### src/rtl/mdio_link_poller.sv
// Bus front end for the MDIO master: CPU pass-through, autonomous BMSR polling, link IRQ.
// Optional transaction watchdog and HALT state: define MDIO_POLL_TIMEOUT_EN.
module mdio_link_poller #(
    parameter logic [4:0]  PHY_ID         = 5'd0,
    parameter logic [23:0] POLL_CYCLES    = 24'd1000000,
    parameter logic [15:0] TIMEOUT_CYCLES = 16'd20000
) (
    input  logic        clk,
    input  logic        rst,
    input  logic        s_valid,
    output logic        s_ready,
    input  logic [3:0]  s_wstrb,
    input  logic [31:0] s_addr,
    input  logic [31:0] s_wdata,
    output logic [31:0] s_rdata,
    output logic        m_valid,
    input  logic        m_ready,
    output logic [3:0]  m_wstrb,
    output logic [31:0] m_addr,
    output logic [31:0] m_wdata,
    input  logic [31:0] m_rdata,
    output logic        link_up,
    output logic        irq
);

    localparam logic [2:0] S_IDLE  = 3'd0;
    localparam logic [2:0] S_CPU   = 3'd1;
    localparam logic [2:0] S_POLL  = 3'd2;
    localparam logic [2:0] S_LOCAL = 3'd3;
`ifdef MDIO_POLL_TIMEOUT_EN
    localparam logic [2:0] S_HALT  = 3'd4;
`endif

    localparam logic [31:0] POLL_ADDR =
        {8'h07, 11'b0, PHY_ID, 1'b0, 5'd1, 2'b00};

    logic [2:0]  state_q, state_d;
    logic [23:0] timer_q, timer_d;
    logic        poll_pending_q, poll_pending_d;
    logic        poll_enable_q, poll_enable_d;
    logic        irq_en_q, irq_en_d;
    logic        link_up_q, link_up_d;
    logic        aneg_done_q, aneg_done_d;
    logic        link_changed_q, link_changed_d;
    logic        timeout_err_q, timeout_err_d;
    logic [15:0] last_bmsr_q, last_bmsr_d;
    logic        m_valid_q, m_valid_d;
    logic [31:0] m_addr_q, m_addr_d;
    logic [3:0]  m_wstrb_q, m_wstrb_d;
    logic [31:0] m_wdata_q, m_wdata_d;
    logic        s_ready_q, s_ready_d;
    logic [31:0] s_rdata_q, s_rdata_d;

`ifdef MDIO_POLL_TIMEOUT_EN
    logic [15:0] tmo_q, tmo_d;
`else
    logic unused_timeout;
    assign unused_timeout = ^TIMEOUT_CYCLES;
`endif

    logic [15:0] bmsr;
    logic        local_sel, cpu_sel, local_go, idle_like;
    logic [31:0] local_rdata;

    always_comb begin
        bmsr = {m_rdata[7:0], m_rdata[15:8]};
        // s_ready_q blocks re-accepting a request the CPU has not yet dropped
        local_sel = s_valid && !s_ready_q && (s_addr[31:24] == 8'h08);
        cpu_sel   = s_valid && !s_ready_q && (s_addr[31:24] == 8'h07);
`ifdef MDIO_POLL_TIMEOUT_EN
        idle_like = (state_q == S_IDLE) || (state_q == S_HALT);
`else
        idle_like = (state_q == S_IDLE);
`endif
        local_go = local_sel && idle_like;
        unique case (s_addr[23:0])
            24'h000000: local_rdata = {last_bmsr_q, 12'd0, timeout_err_q,
                                       link_changed_q, aneg_done_q, link_up_q};
            24'h000004: local_rdata = {30'd0, irq_en_q, poll_enable_q};
            default:    local_rdata = 32'd0;
        endcase
    end

    always_comb begin
        state_d        = state_q;
        timer_d        = timer_q;
        poll_pending_d = poll_pending_q;
        poll_enable_d  = poll_enable_q;
        irq_en_d       = irq_en_q;
        link_up_d      = link_up_q;
        aneg_done_d    = aneg_done_q;
        link_changed_d = link_changed_q;
        timeout_err_d  = timeout_err_q;
        last_bmsr_d    = last_bmsr_q;
        m_valid_d      = m_valid_q;
        m_addr_d       = m_addr_q;
        m_wstrb_d      = m_wstrb_q;
        m_wdata_d      = m_wdata_q;
        s_ready_d      = 1'b0;
        s_rdata_d      = s_rdata_q;
`ifdef MDIO_POLL_TIMEOUT_EN
        tmo_d          = tmo_q;
`endif

        if (!poll_enable_q) begin
            timer_d = 24'd0;
        end else if (timer_q == POLL_CYCLES - 24'd1) begin
            timer_d        = 24'd0;
            poll_pending_d = 1'b1;
        end else begin
            timer_d = timer_q + 24'd1;
        end

        if (local_go) begin
            state_d   = S_LOCAL;
            s_ready_d = 1'b1;
            s_rdata_d = local_rdata;
            if (s_wstrb[0]) begin
                if (s_addr[23:0] == 24'h000000) begin
                    if (s_wdata[2]) link_changed_d = 1'b0;
                    if (s_wdata[3]) timeout_err_d  = 1'b0;
                end else if (s_addr[23:0] == 24'h000004) begin
                    poll_enable_d = s_wdata[0];
                    irq_en_d      = s_wdata[1];
                    if (!s_wdata[0]) begin
                        timer_d        = 24'd0;
                        poll_pending_d = 1'b0;
                    end
                end
            end
        end

        unique case (state_q)
            S_IDLE: begin
                if (local_go) begin
                    state_d = S_LOCAL;
                end else if (poll_pending_q) begin
                    state_d   = S_POLL;
                    m_valid_d = 1'b1;
                    m_addr_d  = POLL_ADDR;
                    m_wstrb_d = 4'd0;
                    m_wdata_d = 32'd0;
`ifdef MDIO_POLL_TIMEOUT_EN
                    tmo_d     = 16'd0;
`endif
                end else if (cpu_sel) begin
                    state_d   = S_CPU;
                    m_valid_d = 1'b1;
                    m_addr_d  = s_addr;
                    m_wstrb_d = s_wstrb;
                    m_wdata_d = s_wdata;
`ifdef MDIO_POLL_TIMEOUT_EN
                    tmo_d     = 16'd0;
`endif
                end
            end
            S_CPU: begin
                if (m_ready) begin
                    state_d   = S_IDLE;
                    m_valid_d = 1'b0;
                    s_ready_d = 1'b1;
                    s_rdata_d = m_rdata;
                end
`ifdef MDIO_POLL_TIMEOUT_EN
                else if (tmo_q == TIMEOUT_CYCLES) begin
                    state_d       = S_HALT;
                    m_valid_d     = 1'b0;
                    timeout_err_d = 1'b1;
                    s_ready_d     = 1'b1;
                    s_rdata_d     = 32'hFFFF_FFFF;
                end else begin
                    tmo_d = tmo_q + 16'd1;
                end
`endif
            end
            S_POLL: begin
                if (m_ready) begin
                    state_d        = S_IDLE;
                    m_valid_d      = 1'b0;
                    link_up_d      = bmsr[2];
                    aneg_done_d    = bmsr[5];
                    last_bmsr_d    = bmsr;
                    poll_pending_d = 1'b0;
                    if (bmsr[2] != link_up_q) link_changed_d = 1'b1;
                end
`ifdef MDIO_POLL_TIMEOUT_EN
                else if (tmo_q == TIMEOUT_CYCLES) begin
                    state_d        = S_HALT;
                    m_valid_d      = 1'b0;
                    timeout_err_d  = 1'b1;
                    poll_pending_d = 1'b0;
                end else begin
                    tmo_d = tmo_q + 16'd1;
                end
`endif
            end
            S_LOCAL: begin
`ifdef MDIO_POLL_TIMEOUT_EN
                state_d = timeout_err_q ? S_HALT : S_IDLE;
`else
                state_d = S_IDLE;
`endif
            end
`ifdef MDIO_POLL_TIMEOUT_EN
            S_HALT: begin
                if (local_go) state_d = S_LOCAL;
            end
`endif
            default: state_d = S_IDLE;
        endcase
    end

    always_ff @(posedge clk) begin
        if (rst) begin
            state_q        <= S_IDLE;
            timer_q        <= 24'd0;
            poll_pending_q <= 1'b0;
            poll_enable_q  <= 1'b1;
            irq_en_q       <= 1'b0;
            link_up_q      <= 1'b0;
            aneg_done_q    <= 1'b0;
            link_changed_q <= 1'b0;
            timeout_err_q  <= 1'b0;
            last_bmsr_q    <= 16'd0;
            m_valid_q      <= 1'b0;
            m_addr_q       <= 32'd0;
            m_wstrb_q      <= 4'd0;
            m_wdata_q      <= 32'd0;
            s_ready_q      <= 1'b0;
            s_rdata_q      <= 32'd0;
`ifdef MDIO_POLL_TIMEOUT_EN
            tmo_q          <= 16'd0;
`endif
        end else begin
            state_q        <= state_d;
            timer_q        <= timer_d;
            poll_pending_q <= poll_pending_d;
            poll_enable_q  <= poll_enable_d;
            irq_en_q       <= irq_en_d;
            link_up_q      <= link_up_d;
            aneg_done_q    <= aneg_done_d;
            link_changed_q <= link_changed_d;
            timeout_err_q  <= timeout_err_d;
            last_bmsr_q    <= last_bmsr_d;
            m_valid_q      <= m_valid_d;
            m_addr_q       <= m_addr_d;
            m_wstrb_q      <= m_wstrb_d;
            m_wdata_q      <= m_wdata_d;
            s_ready_q      <= s_ready_d;
            s_rdata_q      <= s_rdata_d;
`ifdef MDIO_POLL_TIMEOUT_EN
            tmo_q          <= tmo_d;
`endif
        end
    end

    assign s_ready = s_ready_q;
    assign s_rdata = s_rdata_q;
    assign m_valid = m_valid_q;
    assign m_addr  = m_addr_q;
    assign m_wstrb = m_wstrb_q;
    assign m_wdata = m_wdata_q;
    assign link_up = link_up_q;
    assign irq     = link_changed_q & irq_en_q;

endmodule

### config.mk
export PLATFORM = sky130hd
export DESIGN_NAME = mdio_link_poller
export DESIGN_NICKNAME = d
export VERILOG_FILES = /design/src/rtl/mdio_link_poller.sv
export SDC_FILE = /design/constraint.sdc
export NUM_CORES = 1
export LEC_CHECK = 0
export BUFFER_PORTS_ARGS = -buffer_cell sky130_fd_sc_hd__buf_2
export CORE_ASPECT_RATIO = 1.2
export CORE_UTILIZATION = 45
export DETAILED_ROUTE_END_ITERATION = 6
export PLACE_DENSITY_LB_ADDON = 0.12
export SYNTH_ARGS = -nofsm -noshare
export SYNTH_HDL_FRONTEND = slang
export SYNTH_SLANG_ARGS = --single-unit
export TNS_END_PERCENT = 100
### constraint.sdc
create_clock -name clk -period 3.6 [get_ports clk]
set_clock_uncertainty 0.1 [all_clocks]
set_input_delay 1.08 -clock clk [delete_from_list [all_inputs] [get_ports clk]]
set_output_delay 1.08 -clock clk [all_outputs]
set_load 0.05 [all_outputs]
==> results.txt <==
Worst setup endpoint: m_addr[20]
I/O pin total: 208
Yosys warning count: 0
Reg clk slew, reported paths: 0.06 ns
Final Cycle Share: 78.2%
Max Fclk: 0.355 GHz
largest family of logic cells by synthesized area: simple AND/OR/NAND/NOR gates
Avg Cell Area, Syn: 8.46 µm²
vias per std cell: 5.79
Final Instance Area: 0.00797 mm²
WP data arrival: 2.99 ns
Power Dens Cells: 450 mW/mm²
setup repair bufs after CTS: 0
grt total ovfl: 0
nature of the critical path endpoint: flip-flop
CP max FO: 32
final worst slack: 0.786 ns
reg2reg start: s_ready
R2R setup slack: 1.22 ns
Post-Synth Simple-Gate Area: 23.5%
FF-to-FF End: m_addr[20]
Chip Width: 109 µm
Post-synth EDFFs: 0
share of cells above drive strength 1: 28.9%
Post-Synthesis Cells: 734
Place WS: 0.357 ns
antenna cells: 0
DRC Markers: 0
Synth Flop Type: dfxtp_1
largest net degree at the start of global routing: 62
slowest stage delay, CP: 0.69 ns
nets@finish: 1015
syn nets: 839
most frequent cells in the layout: 206 x buf_2, 149 x dfxtp_1, 101 x a21oi_1
gpl congestion: 0.792
drt total wl: 18.1 mm
CTS Buf Count: 17
adder-cell share of the synthesized area: 0.201%
CTS tree: yes
post-DP HPWL: 12.4 mm
Post-Synth XOR/XNOR Area: 2.26%
sequential fraction of the synthesis area: 48.0%
Hold-fix buffers, CTS: 0
setup TNS: 0 ns
Post-Syn Area: 0.00621 mm²
H-tree depth: 4
row count: 46
crit-path cells: buf_2 -> or4b_4 -> o41a_2 -> buf_12 -> o21ai_0 -> a21oi_1
Seq cells post-synth: 149
required time worst endpoint: 3.77 ns
post-route ant nets: 0
Clock Tree Buf Depth: 2
R2R depth: 5
worst-margin pin slew: 0.865 ns
VDD IR max: 0.370 mV
Worst slew margin: 42.2%
Final min period: 2.81 ns
Vias: 6309
Worst Setup SP: s_addr[31]
commonest non-fill, non-tap cell in the layout: buf_2
Clock Sinks: 149
IO buf count: 207
Placed Instance Area: 0.00738 mm²
crit start category: input port
GRT Util Overall: 25.4%
Worst-Skew Late Latency: 0.41 ns
status: completed
Starting Density: 46.5%
Syn-to-layout area delta: 28.3%
Critical Path Slowest Stage Cell: o41a_2
Starting DRT DRC Count: 509
Synth Area in Compound Gates: 20.2%
Setup CP Type: input port to flip-flop
HP Class: flip-flop to flip-flop
die height: 131 µm
Core Box Area: 0.0134 mm²
post-cts sizing count: 0
Filler cells: 1196
CTS Root Cell: clkbuf_16
area occupied by multi-input gates: 0.00292 mm²
max_cap viols: 0
pins over their slew limit: 0
# setup viols final: 0
RSZ-0062 raised after global routing: no
Routed WL per cell: 16.6 µm
final hold violation count: 0
die footprint: 0.0143 mm²
initial antenna violation count: 0
first-pass GRT wire length: 28.6 mm
sequential cell area: 0.00298 mm²
drt pass-1 iters: 5
leakage: 3.10 nW
vias in the first global route: 5872
asr flop ratio synth: 0%
mux cell area share after synthesis: 0.322%
unique cell type count in the Yosys netlist: 49
## routing by layer
layer / up-vias / share of wire (%) / global-route usage [%]
li1: 3033 / - / -
met1: 2974 / 41 / 31.4
met2: 270 / 49 / 42.4
met3: 32 / 8.0 / 6.85
met4: 0 / 1.8 / 8.86
met5: - / 0 / 0
## metrics by stage
stage,hold slack [ns],total power (W),std cells,util (%)
floorplan,0.329,0.00175,734,-
global placement,0.336,0.00184,1059,55.3
detailed placement,0.344,0.00184,1059,55.3
CTS,0.355,0.00361,1090,59.7
global route,0.366,0.00369,1090,59.7
finish,0.349,0.00359,1090,59.7
## layout make-up
class / count / share of cell area [%]
Clock buffer: 18 / 5.38
Multi-Input combinational cell: 498 / 36.7
Clock inverter: 13 / 2.01
Sequential cell: 149 / 37.4
Timing Repair Buffer: 224 / 14.9
Tap cell: 168 / 2.64
Inverter: 20 / 0.942
## flip-flops by register name, indices dropped and copies added (netlist names)
name / cells
m_addr: 32
m_wdata: 32
s_rdata: 32
timer_q: 24
last_bmsr_q: 16
m_wstrb: 4
state_q: 3
irq_en_q: 1
link_changed_q: 1
m_valid: 1
poll_enable_q: 1
poll_pending_q: 1
s_ready: 1
## worst max-delay path: cells and delay by family
family	cells	cell delay [ns]
simple gates	1	0.56
compound gates	3	0.96
buf+inv	2	0.37
## synthesized netlist by cell type (6+ instances only)
library cell | number | area [µm²]
and2_1 | 17 | 106
xor2_1 | 11 | 96.3
nor2_1 | 12 | 45.0
o22ai_1 | 15 | 93.8
clkbuf_1 | 52 | 195
a211oi_1 | 12 | 90.1
nand2_1 | 60 | 225
or3_1 | 8 | 50.1
dfxtp_1 | 149 | 2980
nor4_1 | 9 | 56.3
nor3_1 | 21 | 105
buf_2 | 10 | 50.1
nand4_1 | 68 | 425
inv_1 | 19 | 71.3
a21oi_1 | 101 | 505
a31oi_1 | 16 | 100
nor3b_1 | 6 | 45.0
nand3_1 | 21 | 105
o21ai_0 | 67 | 335
## kinds of logic after synthesis
kind of cell    count (synthesis)
compound gates                222
xor+xnor                       16
fa+ha+maj                       1
buf+inv                        87
flops                         149
mux                             2
other cells                     1
simple gates                  256
## worst min path at each step
stage	depth (start not counted)	slack, ns	from	end
6_report	2	0.35	m_addr[26]	m_addr[26]
5_1_grt	2	0.37	m_addr[26]	m_addr[26]
4_1_cts	2	0.36	last_bmsr_q[7]	last_bmsr_q[7]
3_5_place_dp	2	0.34	m_addr[26]	m_addr[26]
3_3_place_gp	2	0.34	m_addr[25]	m_addr[25]
2_1_floorplan	2	0.33	last_bmsr_q[14]	s_rdata[30]
## where the power goes
part / total, W / internal (W) / switching (W)
Combinational: 0.000153 / 0.0000599 / 0.0000928
Sequential: 0.00166 / 0.00165 / 0.00000477
Clock: 0.00177 / 0.00108 / 0.000692
Power figures use the tool's default switching activity.
